==> src/rtl/dct_pkg.sv <==
// Shared types and coefficient tables for the DCT coefficient engine.
// Tables are Q2.14 quarter-wave magnitudes; coef_val() unfolds them into C[k][n].
package dct_pkg;

  typedef enum logic [2:0] {
    ST_IDLE,
    ST_FETCH,
    ST_ACC,
    ST_ROUND,
    ST_OUT
  } state_t;

  function automatic int clog2(input int value);
    int r;
    r = 0;
    while ((1 << r) < value) r++;
    return r;
  endfunction

  // round(2^14 * sqrt(2/N) * cos(m*pi/(2N))) for m = 0..N
  function automatic int quarter_wave(input int n_pts, input int m);
    int v;
    v = 0;
    if (n_pts == 4) begin
      case (m)
        0: v = 11585; 1: v = 10703; 2: v = 8192; 3: v = 4433;
        default: v = 0;
      endcase
    end else if (n_pts == 8) begin
      case (m)
        0: v = 8192; 1: v = 8035; 2: v = 7568; 3: v = 6811;
        4: v = 5793; 5: v = 4551; 6: v = 3135; 7: v = 1598;
        default: v = 0;
      endcase
    end else begin
      case (m)
        0:  v = 5793; 1:  v = 5765; 2:  v = 5681; 3:  v = 5543;
        4:  v = 5352; 5:  v = 5109; 6:  v = 4816; 7:  v = 4478;
        8:  v = 4096; 9:  v = 3675; 10: v = 3218; 11: v = 2731;
        12: v = 2217; 13: v = 1682; 14: v = 1130; 15: v = 568;
        default: v = 0;
      endcase
    end
    return v;
  endfunction

  // Angle (2n+1)k*pi/(2N) folded into the first quadrant with sign.
  function automatic int coef_val(input int n_pts, input int k, input int n);
    int m;
    int v;
    if (k == 0) begin
      v = (n_pts == 4) ? 8192 : (n_pts == 8) ? 5793 : 4096;
    end else begin
      m = ((2 * n + 1) * k) % (4 * n_pts);
      if (m > 2 * n_pts) m = 4 * n_pts - m;
      if (m > n_pts) v = -quarter_wave(n_pts, 2 * n_pts - m);
      else           v = quarter_wave(n_pts, m);
    end
    return v;
  endfunction

endpackage

==> src/rtl/dct_coef_rom.sv <==
// Coefficient ROM: registered read with one cycle of latency, address {k, n}.
module dct_coef_rom import dct_pkg::*; #(
  parameter int N_PTS  = 8,
  parameter int COEF_W = 16
) (
  input  logic                          clk,
  input  logic                          rst_n,
  input  logic                          cs,
  input  logic [2*clog2(N_PTS)-1:0]     addr,
  output logic [COEF_W-1:0]             coef
);

  logic [COEF_W-1:0] table_w [N_PTS*N_PTS];

  for (genvar i = 0; i < N_PTS * N_PTS; i++) begin : g_tab
    assign table_w[i] = COEF_W'(coef_val(N_PTS, i / N_PTS, i % N_PTS));
  end

  always_ff @(posedge clk or negedge rst_n) begin
    if (!rst_n)  coef <= '0;
    else if (cs) coef <= table_w[addr];
  end

endmodule

==> src/rtl/dct_coef_engine.sv <==
// Single-coefficient DCT engine: X[k] = sum x[n]*C[k][n], one MAC per cycle.
//   state    | meaning
//   IDLE     | waiting for a frame, in_ready high when enabled
//   FETCH    | issue ROM address (k,0), clear accumulator
//   ACC      | MAC sample idx, prefetch coefficient idx+1
//   ROUND    | round, shift, saturate, register outputs
//   OUT      | hold result until out_ready
module dct_coef_engine import dct_pkg::*; #(
  parameter int DATA_W  = 8,
  parameter int N_PTS   = 8,
  parameter int COEF_W  = 16,
  parameter int OUT_W   = 19,
  parameter int FRAC_SH = 14
) (
  input  logic                       clk,
  input  logic                       rst_n,
  input  logic                       en,
  input  logic                       in_valid,
  output logic                       in_ready,
  input  logic [N_PTS*DATA_W-1:0]    in_data,
  input  logic [clog2(N_PTS)-1:0]    k_sel,
  output logic                       out_valid,
  input  logic                       out_ready,
  output logic [OUT_W-1:0]           out_data,
  output logic [clog2(N_PTS)-1:0]    out_k,
  output logic                       sat_flag,
  output logic                       busy
);

  localparam int KW    = clog2(N_PTS);
  localparam int PW    = DATA_W + COEF_W;
  localparam int ACC_W = PW + KW;
  localparam int RW    = ACC_W + 1;

  state_t state, state_nxt;

  logic [N_PTS*DATA_W-1:0] frame;
  logic [KW-1:0]           k_reg, idx, n_addr;
  logic                    accept, last_mac, rom_cs, ovf;
  logic [2*KW-1:0]         rom_addr;
  logic [COEF_W-1:0]       coef;
  logic signed [DATA_W-1:0] sample;
  logic signed [PW-1:0]    prod;
  logic signed [ACC_W-1:0] acc, prod_ext;
  logic signed [RW-1:0]    rounded, shifted;
  logic [OUT_W-1:0]        sat_val;

  assign in_ready  = (state == ST_IDLE) && en && rst_n;
  assign accept    = in_valid && in_ready;
  assign busy      = (state != ST_IDLE);
  assign out_valid = (state == ST_OUT);
  assign last_mac  = (idx == KW'(N_PTS - 1));

  // ROM is one cycle behind, so ACC always reads the coefficient for the next sample.
  assign rom_cs   = en && ((state == ST_FETCH) || ((state == ST_ACC) && !last_mac));
  assign n_addr   = (state == ST_FETCH) ? KW'(0) : idx + 1'b1;
  assign rom_addr = {k_reg, n_addr};

  dct_coef_rom #(.N_PTS(N_PTS), .COEF_W(COEF_W)) u_rom (
    .clk   (clk),
    .rst_n (rst_n),
    .cs    (rom_cs),
    .addr  (rom_addr),
    .coef  (coef)
  );

  assign sample   = frame[idx*DATA_W +: DATA_W];
  assign prod     = sample * $signed(coef);
  assign prod_ext = {{KW{prod[PW-1]}}, prod};

  assign rounded = {acc[ACC_W-1], acc} + (RW'(1) << (FRAC_SH - 1));
  assign shifted = rounded >>> FRAC_SH;
  assign ovf     = !((&shifted[RW-1:OUT_W-1]) || !(|shifted[RW-1:OUT_W-1]));
  assign sat_val = shifted[RW-1] ? {1'b1, {(OUT_W-1){1'b0}}} : {1'b0, {(OUT_W-1){1'b1}}};

  always_comb begin
    state_nxt = state;
    case (state)
      ST_IDLE:  if (accept) state_nxt = ST_FETCH;
      ST_FETCH: state_nxt = ST_ACC;
      ST_ACC:   if (last_mac) state_nxt = ST_ROUND;
      ST_ROUND: state_nxt = ST_OUT;
      ST_OUT:   if (out_ready) state_nxt = ST_IDLE;
      default:  state_nxt = ST_IDLE;
    endcase
  end

  always_ff @(posedge clk or negedge rst_n) begin
    if (!rst_n)  state <= ST_IDLE;
    else if (en) state <= state_nxt;
  end

  always_ff @(posedge clk or negedge rst_n) begin
    if (!rst_n) begin
      frame    <= '0;
      k_reg    <= '0;
      idx      <= '0;
      acc      <= '0;
      out_data <= '0;
      out_k    <= '0;
      sat_flag <= 1'b0;
    end else if (en) begin
      case (state)
        ST_IDLE: if (accept) begin
          frame <= in_data;
          k_reg <= k_sel;
        end
        ST_FETCH: begin
          idx <= '0;
          acc <= '0;
        end
        ST_ACC: begin
          acc <= acc + prod_ext;
          idx <= idx + 1'b1;
        end
        ST_ROUND: begin
          out_data <= ovf ? sat_val : shifted[OUT_W-1:0];
          out_k    <= k_reg;
          sat_flag <= ovf;
        end
        default: ;
      endcase
    end
  end

endmodule

==> config.mk <==
export PLATFORM = sky130hd
export DESIGN_NAME = dct_coef_engine
export DESIGN_NICKNAME = d
export VERILOG_FILES = /design/src/rtl/dct_pkg.sv /design/src/rtl/dct_coef_rom.sv /design/src/rtl/dct_coef_engine.sv
export SDC_FILE = /design/constraint.sdc
export NUM_CORES = 1
export LEC_CHECK = 0
export ABC_AREA = 0
export BUFFER_PORTS_ARGS = -buffer_cell sky130_fd_sc_hd__buf_2
export CORE_MARGIN = 1.5
export CORE_UTILIZATION = 60
export DETAILED_ROUTE_END_ITERATION = 16
export PLACE_DENSITY = 0.89
export SLEW_MARGIN = 20
export SYNTH_ARGS = -nofsm -noshare
export SYNTH_HDL_FRONTEND = slang
export SYNTH_SLANG_ARGS = --single-unit
==> constraint.sdc <==
create_clock -name clk -period 7.08 [get_ports clk]
set_clock_uncertainty 0.15 [all_clocks]
set_input_delay 1.416 -clock clk [delete_from_list [all_inputs] [get_ports clk]]
set_output_delay 1.416 -clock clk [all_outputs]
set_load 0.005 [all_outputs]
# After elaboration in Yosys (flattened, before gate mapping)

Memories as Yosys holds them, arrays and structs flattened. A register that Yosys moved wholly into a read port is not among the register bits.
Cells that the tools add are included.

Input bits: 72
Memories: 1
Bits in writable memories: 0
Flip-flop bits (word level): 117
Bits in read-only memories: 1,024
Latch bits: 0

Memories:

| name            | depth | bits a word | read ports | clocked after memory_dff | write ports | RTL line           | RTL |
|---|---|---|---|---|---|---|---|
| (no name shown) | 64    | 16          | 1          | 1                        | 0           | dct_coef_rom.sv:21 | `else if (cs) coef <= table_w[addr];` |

Multiply operators: 1
Divide/modulo/power cells: 0
Shifts and indexed selects: 1
Reductions and logical operators: 15
Bitwise gates (word level): 1
$lt $le $gt $ge: 0
Equal/unequal tests: 8
Muxes and demuxes: 7
$add $sub $neg: 3

Operators by type and width:

| kind                                                 | number |
|---|---|
| variable part select 64 x 7 -> 8 bit                 | 1 |
| case mux 27 bit (2 select lines)                     | 1 |
| adder 27 x 15 -> 28 bit (second input constant)      | 1 |
| adder 27 x 24 -> 27 bit                              | 1 |
| multiplier 8 x 16 -> 24 bit                          | 1 |
| case mux 3 bit (5 select lines)                      | 1 |
| 2-to-1 mux 3 bit                                     | 4 |
| inverter 6 -> 7 bit                                  | 1 |
| equality test 3 x 2 -> 1 bit (second input constant) | 2 |
| equality test 3 bit (second input constant)          | 2 |
| case mux 3 bit (2 select lines)                      | 1 |
| logical AND 1 bit                                    | 5 |
| != test 2 bit (second input constant)                | 2 |
| AND reduction 2 bit                                  | 2 |
| AND reduction 4 bit                                  | 1 |
| adder 3 x 1 -> 3 bit (second input constant)         | 1 |
| equality test 3 x 1 -> 1 bit (second input constant) | 1 |
| logical NOT 3 bit                                    | 1 |
| AND reduction 3 bit                                  | 1 |
| nonzero test 3 bit                                   | 1 |
| logical NOT 1 bit                                    | 2 |
| != test 2 x 1 -> 1 bit (second input constant)       | 1 |
| nonzero test 2 bit                                   | 1 |
| logical OR 1 bit                                     | 1 |

# Longest topological paths before layout

Depth in word-level cells: 6
Mapped depth: 23

# Hierarchy

From an unflattened synthesis, not the netlist that was laid out.

Cells, all modules: 1,175
Area total of the unflattened synthesis: 12,480.7 um^2

Modules (own cells, without submodules):

| module          | cells an instance | area an instance (um^2) | instances |
|---|---|---|---|
| dct_coef_engine | 947               | 10,700.3                | 1 |
| dct_coef_rom    | 228               | 1,780.5                 | 1 |

# Least setup slack after synthesis

Ideal clock, no wire load.

Path kind: flip-flop to flip-flop
From: register idx[0]
To: register acc[23]
Path slack: 0.622 ns
Arrival: 6.187 ns
Stages on the path, launching flop included: 20
Setup time: 0.121 ns
Cell sequence: dfrtp_1 > buf_2 > mux4_2 > mux2i_1 > clkbuf_1 > nand2b_1 > fa_1 > fa_1 > inv_1 > fa_1 > fa_1 > fa_1 > ha_1 > a21o_1 > a21oi_1 > a2111oi_4 > o31ai_2 > o21bai_1 > xnor2_1 > a22o_1

Cells in the longest elaborated chain, start to end: 4

Ends and longest elaborated chain:

| element                              | RTL line               | RTL |
|---|---|---|
| start, declared                      | dct_coef_engine.sv:38  | `logic [KW-1:0] k_reg, idx, n_addr;` |
| start signal, assigned               | dct_coef_engine.sv:114 | `idx <= idx + 1'b1;` |
| variable part select 64 x 7 -> 8 bit | dct_coef_engine.sv:67  | `assign sample = frame[idx*DATA_W +: DATA_W];` |
| multiplier 8 x 16 -> 24 bit          | dct_coef_engine.sv:68  | `assign prod = sample * $signed(coef);` |
| adder 27 x 24 -> 27 bit              | dct_coef_engine.sv:113 | `acc <= acc + prod_ext;` |
| case mux 27 bit (2 select lines)     | dct_coef_engine.sv:103 | `case (state)` |
| end signal, assigned                 | dct_coef_engine.sv:113 |  |
| end, declared                        | dct_coef_engine.sv:44  | `logic signed [ACC_W-1:0] acc, prod_ext;` |

Every way passes these cells.
A chain may end at the register's enable or synchronous reset.

# Final worst setup path

From: register idx[1]
To: register acc[23]

Same word-level chain as after synthesis.

==> out/qor.csv <==
metric;value;unit
status;finished, final reports clean;
CTS H-tree depth;4;
Critical Path Sink Type;flip-flop;
most frequent cells in the layout;134 x fa_1, 131 x dfrtp_1, 125 x inv_1;
GPL Wtd Cong;0.9561;
CP Class;reg -> reg;
DRC;0;
worst hold slack;325.8;ps
Synth Area in Adders;0.2985;
Most Frequent Cell on Critical Path;fa_1;
PortBufs;96;
EDFF count, synth;0;
hpwl dp;21.89;mm
crit start category;flip-flop;
CP startpoint;idx[1];
FF-to-FF Start;idx[1];
Vias per Instance;6.037;
GR Layer Usage met3;0.05927;
largest net degree at the start of global routing;69;
Synth area leader;dfrtp_1;
Max Cap Viol;0;
post-synthesis async set-or-reset flop share;1.000;
clk buf depth;2;
Max stage delay on crit path;620;ps
main combinational cell family by area after synthesis;adder cells;
root buf cell;clkbuf_16;
boundary pin count;98;
CP max-delay cell;dfrtp_1;
Syn. warnings;0;
CP required;7250;ps
nets@finish;1502;
synthesized area per cell;10.36;sq um
Die Area;0.02079;sq mm
post-route setup TNS;0;ps
proportion of synthesized area in mux cells;0.1091;
Slew @ Worst Pin;888.4;ps
register bit total from synthesis;131;
Final min period;6835;ps
via count;9073;
Core Area;0.01953;sq mm
Area Overhead vs Synth;11.05;%
r2r setup slk;240;ps
Cell Chain, Critical Path;buf_4 -> mux4_2 -> mux2_2 -> and2_1 -> fa_1 -> inv_1 -> fa_1 -> inv_1 -> fa_1 -> fa_1 -> ha_1 -> ha_1 -> a21o_1 -> a211oi_1 -> o21ai_0 -> o31ai_2 -> o21bai_1 -> xnor2_1 -> a22o_1;
critical path fanouts, max;14;
Num CTS Buffers;17;
overall fraction of global-route tracks in use;0.3098;
grt ovf;0;
Simple-Gate Fraction of Synth Area;0.1186;
cells taking the most area after synthesis;dfrtp_1 27%, fa_1 22%, ha_1 7.4%, mux2_2 6.9%, inv_1 3.9%;
gr busiest metal;met2;
top cell type's share of synthesized area;0.2741;
ANT cells;0;
Tcrit/Tclk final;0.9654;
worst reg-to-reg path cell count;19;
Synth Area in Compound Gates;0.1041;
Final Hold Fails;0;
final setup violation count;0;
M2 GR Usage;0.5054;
most common cell after layout, fill and taps aside;fa_1;
XOR/XNOR Fraction of Synth Area;0.03222;
critical path's top delay family;adder cells;
biggest regs;frame x64, acc x27;
CP arrival;7000;ps
initial core utilization;0.6126;
reg-to-reg endpoint;acc[23];
RSZ-0062 raised after global routing;no;
initial antenna violation count;0;
Achievable Freq;146.3;MHz
number of global-route vias before repair;9507;
Cells after Synth;1155;
stages on the worst setup path;19;
routed wire length;29.63;mm
HP Class;reg -> reg;
CTS Sinks;131;
Fillers;1372;
min-delay src;out_data[7];
TritonRoute pass-1 iters;6;
Primary FF master, synth;dfrtp_1;
max reg flops;64;
row count;51;
Die Ht;144.2;microns
Reg clk slew, reported paths;60;ps
number of distinct library cells after synthesis;59;
WP buf/inv;3;
synthesized cell area;0.01196;sq mm
max-slew violation count;0;
Die Wd;144.2;microns
share of cells above drive strength 1;0.2036;
DR WL/cell;19.71;microns
Reg with most FFs;frame;
net count after synthesis;1432;
Starting DRT DRC Count;882;
clk_lat worst skew;430;ps
CTS tree;done;
headroom to the max-slew limit;0.4077;
Post-DRT Antenna Nets;0;
sequential share of the synthesized area;0.2741;
global-route wire length before repair;49.28;mm
met1 usage;0.4251;
Setup crit end;acc[23];
worst min-delay path by stage:
stage | end | slack, ps | cells after the start
finish | out_data[7] | 330 | 2
global route | acc[6] | 350 | 2
CTS | acc[6] | 330 | 2
detailed placement | acc[6] | 320 | 2
global placement | out_data[5] | 310 | 2
floorplan | acc[6] | 290 | 2
synthesized netlist by cell type (13+ instances only):
cell and n:
inv_1 125, dfrtp_1 131, xor2_1 18, xnor2_1 26, mux4_2 17, ha_1 71, nand2_1 110, mux2_2 73
nand3_1 14, nand2b_1 15, nor2b_1 61, a21oi_1 41, o21ai_0 75, fa_1 134, clkbuf_1 31, buf_1 13
nor2_1 44
repair_timing:
item	CTS	global route
endpoints found under the setup margin	0	7
hold buffers	0	0
resized for setup	0	3
setup buffers	0	0
endpoints found under the hold margin	0	0
cell families after synthesis:
family	Yosys count
flops	131
fa+ha+maj	205
compound gates	198
mux	100
simple gates	288
buf+inv	188
other cells	1
xor+xnor	44
stage by stage:
stage          std cells  cell area [sq um]  utilization  setup WS [ps]
2_1_floorplan       1155              11960            -          622.4
3_3_place_gp        1471              12630       0.6469          492.4
3_5_place_dp        1471              12630       0.6469          295.1
4_1_cts             1503              13270       0.6796          172.0
5_1_grt             1503              13280       0.6803          18.70
6_report            1503              13280       0.6803          244.7
metal layers:
layer  vias up  part of all wire  wire length, microns
li1       3979                 -                     -
met1      4548              0.40                 11960
met2       474              0.49                 14490
met3        72             0.083                  2446
met4         0             0.025                   736
met5         -                 0                     0
tightest hold or removal path, stage by stage, from the launching register on:
cell	delay (ps)
dfrtp_1	340
nand2_1	40
o21ai_0	60
layout make-up:
cell class | instances | area, sq um | area share
clock buffers | 19 | 452.9 | 0.03410
clock inverters | 13 | 185.2 | 0.01394
inverters | 125 | 469.2 | 0.03532
multi-input cells | 836 | 7948 | 0.5983
flip-flops and latches | 131 | 3278 | 0.2468
well taps | 265 | 331.6 | 0.02496
repair buffers | 114 | 618.1 | 0.04653
Power is left out: the tool's default activity adds up to more than one toggle a clock period on the data nets, which glitch-free logic cannot reach.
